**src/rtl/fixed_activation_pkg.sv**
```systemverilog
// Shared helpers for the fixed-point activation blocks: slope quantisation,
// saturating signed narrowing and the per-beat sign-mask vector type.
package fixed_activation_pkg;

  localparam int MASK_MAX_P = 64;

  // Widest mask a beat can carry; blocks use the low P bits.
  typedef logic [MASK_MAX_P-1:0] mask_vec_t;

  function automatic int quantise_slope(input real slope, input int frac_bits);
    return $rtoi(slope * (2.0 ** frac_bits));
  endfunction

  function automatic logic signed [63:0] sat_narrow(input logic signed [63:0] value,
                                                   input int unsigned width);
    logic signed [63:0] hi;
    logic signed [63:0] lo;
    hi = (64'sd1 <<< (width - 1)) - 64'sd1;
    lo = -hi - 64'sd1;
    if (value > hi) begin
      return hi;
    end else if (value < lo) begin
      return lo;
    end
    return value;
  endfunction

endpackage

```
**src/rtl/leakyrelu_mask_fifo.sv**
```systemverilog
// Synchronous FIFO of sign-mask words. No bypass in either direction: a word
// written in one cycle is visible at the head from the next cycle on.
module leakyrelu_mask_fifo #(
  parameter int WIDTH = 1,
  parameter int DEPTH = 16
) (
  input  logic                           clk,
  input  logic                           rst,
  input  logic [WIDTH-1:0]               i_wr_data,
  input  logic                           i_wr_valid,
  output logic                           o_wr_ready,
  output logic [WIDTH-1:0]               o_rd_data,
  output logic                           o_rd_valid,
  input  logic                           i_rd_ready,
  output logic [$clog2(DEPTH+1)-1:0]     o_count
);

  localparam int AW = $clog2(DEPTH);

  generate
    if ((DEPTH < 2) || ((DEPTH & (DEPTH - 1)) != 0)) begin : g_bad_depth
      $error("leakyrelu_mask_fifo: DEPTH must be a power of two and >= 2");
    end
  endgenerate

  logic [WIDTH-1:0] r_mem [DEPTH];
  logic [AW:0]      r_wr_ptr;
  logic [AW:0]      r_rd_ptr;
  logic             w_full;
  logic             w_empty;
  logic             w_push;
  logic             w_pop;

  // Extra wrap bit distinguishes full (tops differ) from empty (equal).
  assign w_empty = (r_wr_ptr == r_rd_ptr);
  assign w_full  = (r_wr_ptr[AW] != r_rd_ptr[AW]) &&
                   (r_wr_ptr[AW-1:0] == r_rd_ptr[AW-1:0]);

  assign o_wr_ready = !w_full;
  assign o_rd_valid = !w_empty;
  assign o_rd_data  = r_mem[r_rd_ptr[AW-1:0]];
  assign o_count    = r_wr_ptr - r_rd_ptr;

  assign w_push = i_wr_valid && !w_full;
  assign w_pop  = i_rd_ready && !w_empty;

  always_ff @(posedge clk) begin
    if (w_push) begin
      r_mem[r_wr_ptr[AW-1:0]] <= i_wr_data;
    end
  end

  always_ff @(posedge clk) begin
    if (rst) begin
      r_wr_ptr <= '0;
      r_rd_ptr <= '0;
    end else begin
      if (w_push) r_wr_ptr <= r_wr_ptr + 1'b1;
      if (w_pop)  r_rd_ptr <= r_rd_ptr + 1'b1;
    end
  end

endmodule

```
**src/rtl/fixed_leakyrelu_backward.sv**
```systemverilog
// LeakyReLU backward pass: buffers forward-input signs, then passes or scales
// each upstream gradient by the quantised negative slope.
module fixed_leakyrelu_backward
  import fixed_activation_pkg::*;
#(
  parameter int  DATA_IN_0_PRECISION_0      = 8,
  parameter int  DATA_IN_0_PRECISION_1      = 3,
  parameter int  GRAD_PRECISION_0           = 8,
  parameter int  GRAD_PRECISION_1           = 3,
  parameter int  PARALLELISM_DIM_0          = 1,
  parameter int  PARALLELISM_DIM_1          = 1,
  parameter real NEGATIVE_SLOPE             = 0.5,
  parameter int  NEGATIVE_SLOPE_PRECISION_0 = 8,
  parameter int  NEGATIVE_SLOPE_PRECISION_1 = 7,
  parameter int  MASK_FIFO_DEPTH            = 16,
  localparam int P  = PARALLELISM_DIM_0 * PARALLELISM_DIM_1,
  localparam int GW = GRAD_PRECISION_0
) (
  input  logic                                 clk,
  input  logic                                 rst,
  input  logic [DATA_IN_0_PRECISION_0-1:0]     data_in_0 [P],
  input  logic                                 data_in_0_valid,
  output logic                                 data_in_0_ready,
  input  logic [GW-1:0]                        grad_out_0 [P],
  input  logic                                 grad_out_0_valid,
  output logic                                 grad_out_0_ready,
  output logic [GW-1:0]                        grad_in_0 [P],
  output logic                                 grad_in_0_valid,
  input  logic                                 grad_in_0_ready,
  output logic [$clog2(MASK_FIFO_DEPTH+1)-1:0] mask_count
);

  localparam int SW             = NEGATIVE_SLOPE_PRECISION_0;
  localparam int SF             = NEGATIVE_SLOPE_PRECISION_1;
  localparam int NEG_SLOPE_QUAN = quantise_slope(NEGATIVE_SLOPE, SF);
  localparam logic signed [SW-1:0] SLOPE_W = SW'(NEG_SLOPE_QUAN);

  generate
    if (P > MASK_MAX_P) begin : g_bad_p
      $error("fixed_leakyrelu_backward: P exceeds MASK_MAX_P");
    end
  endgenerate

  mask_vec_t    w_mask_push;
  logic [P-1:0] w_mask_head;
  logic         w_mask_valid;
  logic         w_out_free;
  logic         w_fire;
  logic [GW-1:0] w_scaled [P];

  logic          r_valid;
  logic [GW-1:0] r_grad [P];

  always_comb begin
    w_mask_push = '0;
    for (int i = 0; i < P; i++) begin
      w_mask_push[i] = data_in_0[i][DATA_IN_0_PRECISION_0-1];
    end
  end

  leakyrelu_mask_fifo #(
    .WIDTH (P),
    .DEPTH (MASK_FIFO_DEPTH)
  ) u_mask_fifo (
    .clk        (clk),
    .rst        (rst),
    .i_wr_data  (w_mask_push[P-1:0]),
    .i_wr_valid (data_in_0_valid),
    .o_wr_ready (data_in_0_ready),
    .o_rd_data  (w_mask_head),
    .o_rd_valid (w_mask_valid),
    .i_rd_ready (w_fire),
    .o_count    (mask_count)
  );

  // Join: a gradient beat is taken only when a mask is waiting and the
  // output register is free or draining this cycle.
  assign w_out_free       = !r_valid || grad_in_0_ready;
  assign grad_out_0_ready = w_mask_valid && w_out_free;
  assign w_fire           = grad_out_0_valid && grad_out_0_ready;

  genvar gi;
  generate
    for (gi = 0; gi < P; gi++) begin : g_elem
      logic signed [GW+SW-1:0] w_prod;
      logic signed [GW+SW-1:0] w_shifted;
      logic signed [63:0]      w_sat;

      assign w_prod      = $signed(grad_out_0[gi]) * SLOPE_W;
      assign w_shifted   = w_prod >>> SF;
      assign w_sat       = sat_narrow(64'(w_shifted), GW);
      assign w_scaled[gi] = w_mask_head[gi] ? w_sat[GW-1:0] : grad_out_0[gi];
      assign grad_in_0[gi] = r_grad[gi];

      always_ff @(posedge clk) begin
        if (rst) begin
          r_grad[gi] <= '0;
        end else if (w_fire) begin
          r_grad[gi] <= w_scaled[gi];
        end
      end
    end
  endgenerate

  always_ff @(posedge clk) begin
    if (rst) begin
      r_valid <= 1'b0;
    end else if (w_fire) begin
      r_valid <= 1'b1;
    end else if (grad_in_0_ready) begin
      r_valid <= 1'b0;
    end
  end

  assign grad_in_0_valid = r_valid;

endmodule

```
**config.mk**
```make
export PLATFORM = sky130hd
export DESIGN_NAME = fixed_leakyrelu_backward
export DESIGN_NICKNAME = d
export VERILOG_FILES = /design/src/rtl/fixed_activation_pkg.sv /design/src/rtl/leakyrelu_mask_fifo.sv /design/src/rtl/fixed_leakyrelu_backward.sv
export SDC_FILE = /design/constraint.sdc
export NUM_CORES = 1
export LEC_CHECK = 0
export ABC_AREA = 1
export BUFFER_PORTS_ARGS = -buffer_cell sky130_fd_sc_hd__buf_2
export CORE_UTILIZATION = 45
export CTS_BUF_LIST = sky130_fd_sc_hd__clkbuf_16
export CTS_CLUSTER_SIZE = 30
export DETAILED_ROUTE_END_ITERATION = 10
export PLACE_DENSITY = 0.74
export SLEW_MARGIN = 20
export SYNTH_ARGS = -nofsm -noshare
export SYNTH_HDL_FRONTEND = slang
export SYNTH_HIERARCHICAL = 1
export SYNTH_SLANG_ARGS = --single-unit
```
**constraint.sdc**
```tcl
create_clock -name clk -period 2.6 [get_ports clk]
set_clock_uncertainty 0.15 [all_clocks]
set_input_delay 0.26 -clock clk [delete_from_list [all_inputs] [get_ports clk]]
set_output_delay 0.26 -clock clk [all_outputs]
set_load 0.02 [all_outputs]
```
==> flow_metrics.tcl, run 1 <==
set metrics [dict create \
    global_route.usage.total_pct 18.0 \
    grt_max_degree 17 \
    port_buffers 29 \
    cts_buffer_depth 2 \
    boundaryPins 37 \
    post-route-period-util_pct 88.8 \
    core_area_um2 4500 \
    slew_headroom_pct 75.7 \
    initial_core_util_pct 48.3 \
    whs_ns 0.123 \
    area_delta_synth_final_pct 18.2 \
    finalSetupViolCount 0 \
    hpwlAfterDp_um 2910 \
    fin_tns_setup_ns 0 \
    cts_resized 0 \
    most-common-layout-cells "nand2_1, inv_1, nor2_1" \
    vias 1738 \
    vias_per_cell 4.98 \
    cp_top_family "simple AND/OR/NAND/NOR gates" \
    cp-end-kind "flop" \
    clk_transition_reported_paths_ns 0.06 \
    synth_xor_area_share_pct 2.01 \
    dpl-instance-area_um2 2380 \
    insertedDiodeCount 0 \
    post_synthesis_register_bit_count 39 \
    synth-seq-area-share_pct 47.0 \
    synth_area_um2 2170 \
    maximum_single_stage_delay_on_the_critical_path_ns 0.42 \
    yosys_warnings 6 \
    floorplan.rows 24 \
    cts_tree "yes" \
    achievable-frequency_mhz 433 \
    wl_per_cell_um 11.8 \
    post_synth_and_or_nand_nor_area_fraction_pct 29.9 \
    multiInputGateArea_um2 943 \
    dr.pass1.iters 4 \
    remaining_drc_errors 0 \
    grt_first_pass_wirelength_um 7150 \
    number_of_buffers_inserted_by_hold_repair_at_cts 0 \
    nFillCells 397 \
    power.static_leakage_nw 1.23 \
    layout.cells.most_common "nand2_1" \
    detail-route-antenna-nets 0 \
    final.setup.worst_slack_ns 0.291 \
    crit_path_max_fanout 6 \
    final.min_clock_period_ns 2.31 \
    worst_pin_slew_ns 0.363 \
    initialDrtViolationCount 118 \
    report.final.slew_viol_count 0 \
    reported_max_cap_violation_count 0 \
    ff_latch_area_um2 1020 \
    synth.lib_cells_used.distinct 27 \
    fp.dieH_um 71.5 \
    worst-endpoint-required_ns 2.60 \
    post_synth_fa_ha_maj_area_fraction_pct 6.10 \
    critical_path.cell_chain "inv_1 -> ha_1 -> nand2_1 -> nor2_4 -> nand2_4 -> inv_2 -> nor2_2 -> nand2_2 -> inv_1 -> nand2_4 -> o21ai_0 -> nor2_1" \
    overflow 0 \
    die-width_um 71.5 \
    clock_sinks 39 \
    ys.flop_type "edfxtp_1" \
    syn_area_per_cell_um2 8.30 \
    final_nets 327 \
    share_of_synthesized_area_spent_on_multiplexers_pct 0 \
    gp_routability_congestion 0.807 \
    synth_top_family_by_area "simple AND/OR/NAND/NOR gates" \
    synth_enable_flop_cells 24 \
    ir_drop_v 0.000410 \
    grt_setup_unrepaired "no" \
    highest_delay_cell_along_the_critical_path "dfxtp_1" \
    cts-buffers-inserted 5 \
    grt_antenna_before_repair 0 \
    finalHoldViolCount 0 \
    run_status "completed" \
    clkLatencyLatePin_ns 0.28 \
    startpoint_type_of_the_worst_setup_path "flop" \
    clock_tree.root_cell "clkbuf_16" \
    critical_path_arrival_ns 2.31 \
    timing.critical_path.buf_inv 3 \
    synthesis.nets 293 \
    postCtsSetupBuffers 0 \
    synthArstFlopShare_pct 0 \
    hold_path_class "primary input to flop" \
    postSynthCellCount 262 \
    criticalPathCategory "flop to flop" \
    power-per-cell-area_nw_per_um2 762 \
    total_die_area_um2 5110 \
    worst_setup_timing_slack_at_the_placement_stage_ns 0.382 \
    post_route_cells_drive_above_1_share_pct 20.9 \
    routed_wl_um 4110 \
    clock_tree.htree_level_count 2 \
    synth_compound_area_share_pct 5.41 \
    postLayoutCellArea_um2 2570 \
    via_count_of_the_first_global_routing_pass 1715 \
    utilization_pct 57.1 \
]
-- path summary, 6_finish.rpt --
path         depth (start not counted)                      end  slack, ns                    start
max                                 12                     flop       0.29  u_mask_fifo/r_wr_ptr[0]
min                                  2  u_mask_fifo/r_wr_ptr[3]       0.12                      rst
max reg2reg                         12                     flop       0.29  u_mask_fifo/r_wr_ptr[0]
min reg2reg                          2  u_mask_fifo/r_rd_ptr[4]       0.36  u_mask_fifo/r_rd_ptr[4]
-- cell type report --
type / count / share of cell area [%]
flip-flops and latches: 39 / 39.7
repair buffers: 32 / 6.52
clock inverters: 3 / 2.48
clock buffers: 5 / 4.87
multi-input cells: 170 / 36.7
well taps: 52 / 2.53
inverters: 48 / 7.20
-- metal layers --
| metal | part of all wire, % | track usage [%] | up-vias | wire, um |
|---|---|---|---|---|
| met1 | 45 | 21.3 | 781 | 1860 |
| li1 | - | - | 901 | - |
| met2 | 48 | 31.0 | 50 | 1980 |
| met5 | 0 | 0 | - | 0 |
| met4 | 1.5 | 6.97 | 0 | 61 |
| met3 | 5.0 | 5.34 | 6 | 206 |
-- cells in the mapped netlist, drive strengths merged, types with 4 or more instances --
cell	number	area share, %
a21oi	17	4.3
buf	4	0.98
dfxtp	15	14
edfxtp	24	33
ha	9	5.2
inv	48	8.5
nand2	67	15
nand3	24	5.5
nand4	5	2.1
nor2	34	6.3
o21ai	5	1.2
xor2	5	2.0
-- kinds of logic (layout without fill, tap and decap cells) --
logic type,count (synthesis),in the layout
and+or+nand+nor,133,133
xor gates and xnor gates,5,5
adders and majority gates,10,10
DFF,39,39
AOI/OAI and AO/OA,22,22
buffers and inverters,53,88
-- where the power goes --
| part | internal, mW | leakage (nW) | switching, mW |
|---|---|---|---|
| sequential | 0.702 | 0.352 | 0.0279 |
| clock | 0.546 | 0.0952 | 0.229 |
| combinational | 0.148 | 0.782 | 0.307 |
-- through the flow --
| stage | std cells | power [mW] |
|---|---|---|
| after CTS | 349 | 1.97 |
| after global routing | 349 | 2.05 |
| after floorplan | 262 | 1.08 |
| after global placement | 341 | 1.18 |
| final | 349 | 1.96 |
| after detailed placement | 341 | 1.19 |
No activity file was read; power rests on OpenSTA's default activity.
==> run 2: changes to the inputs <==
--- a/config.mk
+++ b/config.mk
@@ -8,7 +8,6 @@
 export ABC_AREA = 1
 export BUFFER_PORTS_ARGS = -buffer_cell sky130_fd_sc_hd__buf_2
 export CORE_UTILIZATION = 45
-export CTS_BUF_LIST = sky130_fd_sc_hd__clkbuf_16
 export CTS_CLUSTER_SIZE = 30
 export DETAILED_ROUTE_END_ITERATION = 10
 export PLACE_DENSITY = 0.74
==> flow_metrics.tcl, run 2 (synthesis gave the netlist of run 1 again) <==
set metrics [dict create \
    startpoint_type_of_the_worst_setup_path "flop" \
    final.setup.worst_slack_ns 0.309 \
    postCtsSetupBuffers 0 \
    via_count_of_the_first_global_routing_pass 1656 \
    initialDrtViolationCount 113 \
    clock_sinks 39 \
    final.min_clock_period_ns 2.29 \
    die-width_um 71.5 \
    layout.cells.most_common "nand2_1" \
    dpl-instance-area_um2 2380 \
    port_buffers 29 \
    r2r-start "u_mask_fifo/r_wr_ptr[0]" \
    crit_path_max_fanout 6 \
    power.static_leakage_nw 1.20 \
    clock_tree.htree_level_count 2 \
    wl_per_cell_um 11.5 \
    overflow 0 \
    global_route.usage.total_pct 17.6 \
    cts_resized 0 \
    numPlacedInstances 341 \
    total_die_area_um2 5110 \
    reported_max_cap_violation_count 0 \
    routed_wl_um 4000 \
    layoutNonFillerInstCount 349 \
    grt_setup_unrepaired "no" \
    cp-end-kind "output pin" \
    slew_headroom_pct 75.9 \
    timing.critical_path.from "u_mask_fifo/r_wr_ptr[0]" \
    core_area_um2 4500 \
    grt_first_pass_wirelength_um 6930 \
    worst-endpoint-required_ns 2.19 \
    fp.dieH_um 71.5 \
    floorplan.rows 24 \
    final_nets 327 \
    worst_pin_slew_ns 0.361 \
    achievable-frequency_mhz 437 \
    highest_delay_cell_along_the_critical_path "fa_1" \
    critical_path.most_common_cell "inv_1" \
    run_status "completed" \
    remaining_drc_errors 0 \
    ir_drop_v 0.000394 \
    finalSetupViolCount 0 \
    vias_per_cell 4.91 \
    postLayoutCellArea_um2 2510 \
    grt_max_degree 17 \
    criticalPathCategory "flop to output pin" \
    cts-buffers-inserted 5 \
    utilization_pct 55.8 \
    critical_path.cell_chain "inv_1 -> ha_1 -> inv_1 -> fa_1 -> nand3_1 -> nand2_1 -> xor2_1 -> buf_2" \
    whs_ns 0.105 \
    boundaryPins 37 \
    area_delta_synth_final_pct 15.7 \
    clkLatencyLatePin_ns 0.29 \
    cts_buffer_depth 2 \
    total_power_mw 1.77 \
    fin_tns_setup_ns 0 \
    hold_path_startpoint "rst" \
    number_of_buffers_inserted_by_hold_repair_at_cts 0 \
    report.final.slew_viol_count 0 \
    detail-route-antenna-nets 0 \
    power-per-cell-area_nw_per_um2 705 \
    post-route-period-util_pct 88.1 \
    cts_tree "yes" \
    insertedDiodeCount 0 \
    grt_antenna_before_repair 0 \
    vias 1713 \
    clk_transition_reported_paths_ns 0.07 \
    maximum_single_stage_delay_on_the_critical_path_ns 0.39 \
    hpwlAfterDp_um 2910 \
    worst_setup_timing_slack_at_the_placement_stage_ns 0.382 \
    finalHoldViolCount 0 \
    gp_routability_congestion 0.807 \
    most-common-layout-cells "nand2_1, inv_1, nor2_1" \
    hold_path_class "primary input to flop" \
    dr.pass1.iters 4 \
    post_route_cells_drive_above_1_share_pct 20.9 \
    initial_core_util_pct 48.3 \
    critical_path_arrival_ns 1.88 \
    clock_tree.root_cell "clkbuf_8" \
]
run 2: cell count changes in the layout (fill, tap and decap cells not counted), sizes merged:
cell and delta:
inv -1, clkbuf +1
run 2: power by group:
part / internal [mW] / leakage [nW] / switching [mW]
logic: 0.147 / 0.782 / 0.304
clock network: 0.384 / 0.0654 / 0.210
registers: 0.701 / 0.352 / 0.0272
run 2: final timing paths:
check                            endpoint  slack [ns]  cells past startpoint
setup / recovery            mask_count[4]        0.31                      8
hold / removal    u_mask_fifo/r_wr_ptr[3]        0.11                      2
setup reg to reg                     flop        0.35                     12
hold reg to reg   u_mask_fifo/r_rd_ptr[4]        0.37                      2
run 2: routing by layer:
layer / global-route usage [%] / vias up / share of wire (%)
met2: 29.9 / 40 / 47
met1: 20.8 / 765 / 46
met5: 0 / - / 0
li1: - / 898 / -
met3: 5.06 / 10 / 4.8
met4: 7.63 / 0 / 2.4
run 2: worst max-delay path: cells and delay by family, from the launching register on:
family                   cells  cell delay (ns)
AND/OR/NAND/NOR              2             0.16
adder cells (fa/ha/maj)      2             0.56
flip-flops                   1             0.36
XOR/XNOR                     1             0.12
buffers and inverters        3             0.38
run 2: area by class of cell:
class                   count  area, um^2
clock buffers               6        72.6
inverters                  48         185
multi-input cells         170         943
clock inverters             2        60.1
repair buffers             32         168
well taps                  52        65.1
flip-flops and latches     39        1020
fillers                   414        1990
==> run 3: changes to the inputs <==
--- a/config.mk
+++ b/config.mk
@@ -5,12 +5,11 @@
 export SDC_FILE = /design/constraint.sdc
 export NUM_CORES = 1
 export LEC_CHECK = 0
-export ABC_AREA = 1
 export BUFFER_PORTS_ARGS = -buffer_cell sky130_fd_sc_hd__buf_2
 export CORE_UTILIZATION = 45
 export CTS_CLUSTER_SIZE = 30
 export DETAILED_ROUTE_END_ITERATION = 10
-export PLACE_DENSITY = 0.74
+export PLACE_DENSITY = 0.75
 export SLEW_MARGIN = 20
 export SYNTH_ARGS = -nofsm -noshare
 export SYNTH_HDL_FRONTEND = slang
==> flow_metrics.tcl, run 3 <==
set metrics [dict create \
    power-per-cell-area_nw_per_um2 591 \
    synth_top_cells_by_count "edfxtp_1, nor2_1, dfxtp_1" \
    numPlacedInstances 243 \
    gp_routability_congestion 0.740 \
    die-width_um 68.6 \
    synth_enable_flop_cells 24 \
    power.switching_fraction_pct 28.1 \
    synth.lib_cells_used.distinct 40 \
    vias 1318 \
    fp.dieH_um 68.6 \
    core_area_um2 4120 \
    reported_max_cap_violation_count 0 \
    ys_top_cells_by_area "edfxtp_1, dfxtp_1, ha_1, mux2i_1, mux4_2" \
    total_die_area_um2 4710 \
    criticalPathCategory "flop to output pin" \
    area_delta_synth_final_pct 15.0 \
    post_synthesis_register_bit_count 39 \
    dpl-instance-area_um2 2210 \
    overflow 0 \
    report.final.slew_viol_count 0 \
    remaining_drc_errors 0 \
    finalSetupViolCount 0 \
    sequentialPowerShare_pct 51.5 \
    final_nets 231 \
    postSynthCellCount 165 \
    post-route-period-util_pct 93.5 \
    clock_tree.htree_level_count 2 \
    worst-endpoint-required_ns 2.19 \
    final.setup.worst_slack_ns 0.169 \
    synth_area_um2 2000 \
    wl_per_cell_um 14.2 \
    grt_setup_unrepaired "no" \
    r2r-start "u_mask_fifo/r_rd_ptr[1]" \
    utilization_pct 55.8 \
    grt_max_degree 24 \
    floorplan.rows 23 \
    p_sw_uw 381 \
    power.static_leakage_nw 0.879 \
    clk_transition_reported_paths_ns 0.08 \
    worst_pin_slew_ns 0.586 \
    nFillCells 364 \
    cts-buffers-inserted 5 \
    post_route_cells_drive_above_1_share_pct 31.8 \
    ir_drop_v 0.000232 \
    synth-seq-area-share_pct 51.1 \
    slew_headroom_pct 60.7 \
    initialDrtViolationCount 49 \
    syn_area_per_cell_um2 12.1 \
    postLayoutCellArea_um2 2300 \
    fin_tns_setup_ns 0 \
    power.share.combinational_pct 19.2 \
    detail-route-antenna-nets 0 \
    dr.max_layer_used "met4" \
    hpwlAfterDp_um 2730 \
    achievable-frequency_mhz 411 \
    synthArstFlopShare_pct 0 \
    netlist.top_cell.by_area "edfxtp_1" \
    whs_ns 0.130 \
    clkLatencyLatePin_ns 0.29 \
    initial_core_util_pct 48.5 \
    reg_to_reg_endpoint "u_mask_fifo/r_rd_ptr[4]" \
    clock_tree.root_cell "clkbuf_8" \
    synthesis.nets 196 \
    total_power_mw 1.36 \
    synth.most_common_cell "edfxtp_1" \
    power_frac_clock_pct 29.3 \
    most-common-layout-cells "buf_2, edfxtp_1, nor2_1" \
    cp-end-kind "output pin" \
    internal-power_uw 976 \
    routed_wl_um 3580 \
    via_count_of_the_first_global_routing_pass 1192 \
    worst_setup_timing_slack_at_the_placement_stage_ns 0.160 \
    layout.cells.most_common "buf_2" \
    setup.worst_path.end "mask_count[4]" \
    boundaryPins 37 \
    run_status "completed" \
    dr_wl_met2_um 1710 \
    ys.flop_type "edfxtp_1" \
    dr.pass1.iters 4 \
    insertedDiodeCount 0 \
    startpoint_type_of_the_worst_setup_path "flop" \
    layoutNonFillerInstCount 251 \
    timing.critical_path.from "u_mask_fifo/r_rd_ptr[0]" \
    hold_path_class "primary input to flop" \
    worst_reg_to_reg_setup_slack_ns 0.25 \
    final.min_clock_period_ns 2.43 \
    grt_first_pass_wirelength_um 5600 \
    clock_sinks 39 \
    grt_antenna_before_repair 0 \
    cts_tree "yes" \
    crit_path_max_fanout 4 \
    port_buffers 29 \
    vias_per_cell 5.25 \
    finalHoldViolCount 0 \
    cts_buffer_depth 2 \
    detailroute.wirelength.met3_um 130 \
    wirelength_met1_um 1650 \
    yosys_warnings 6 \
    critical_path_arrival_ns 2.02 \
    global_route.usage.total_pct 17.2 \
    synth_top_area_share_pct 36.1 \
    reg2reg_depth 10 \
]
-- run 3: changes by cell type after synthesis, sizes merged, moves of 3 or more --
cell	previous run	this run
a21o	0	3
a21oi	17	8
inv	48	7
mux2i	0	9
mux4	0	4
nand2	67	7
nand3	24	5
nand4	5	1
nor2	34	23
nor4	0	7
xnor2	0	7
-- run 3: timing repair --
item                                    4_1_cts  5_1_grt
setup buffers                                 0        0
hold buffers                                  0        0
endpoints found under the setup margin        0        8
resized for setup                             0        2
-- run 3: how the worst min path moves through the flow --
stage	startpoint	end	slack (ns)	depth (start not counted)
after floorplan	rst	flop	0.18	1
after global placement	u_mask_fifo/r_rd_ptr[3]	u_mask_fifo/r_rd_ptr[3]	0.36	2
after detailed placement	u_mask_fifo/r_rd_ptr[3]	flop	0.38	2
after CTS	grad_in_0_ready	grad_in_0_valid	0.12	3
after global routing	grad_in_0_ready	grad_in_0_valid	0.15	3
final	grad_in_0_ready	grad_in_0_valid	0.13	3
-- run 3: metal layers --
metal,vias up,track usage [%]
met2,29,27.1
li1,664,-
met4,0,9.11
met5,-,0
met1,616,21.5
met3,9,4.44
-- run 3: cells by family (layout without fill, tap and decap cells) --
kind of cell             count (synthesis)  in the layout  share of synthesized area [%]
multiplexers                            13             13                           9.02
flip-flops                              39             39                           51.1
buffers and inverters                   15             51                           3.70
XOR/XNOR                                12             12                           5.64
AND/OR/NAND/NOR                         57             57                           17.2
adder cells (fa/ha/maj)                 10             10                           6.64
AO/OA/AOI/OAI                           19             19                           6.64
-- run 3: final cells by class --
type,count,area (um^2),share of cell area [%]
clock buffer,6,72.6,3.16
clock inverter,2,11.3,0.490
inverter,7,26.3,1.14
multi-input combinational,111,906,39.4
sequential,39,1020,44.4
tap,50,62.6,2.72
timing repair buffer,36,198,8.61
-- run 3: power groups by stage --
stage / combinational [mW] / sequential [mW] / clock, mW
finish: 0.261 / 0.699 / 0.397
global placement: 0.258 / 0.711 / 0
detailed placement: 0.260 / 0.713 / 0
CTS: 0.262 / 0.699 / 0.404
floorplan: 0.163 / 0.733 / 0
global route: 0.288 / 0.702 / 0.422
-- run 3: worst max-delay path, cell delays in order (launching register included) --
cell	delay (ns)
dfxtp_1	0.43
ha_1	0.18
inv_1	0.06
fa_1	0.39
a21o_1	0.19
a21oi_1	0.16
xnor2_1	0.13
buf_2	0.18
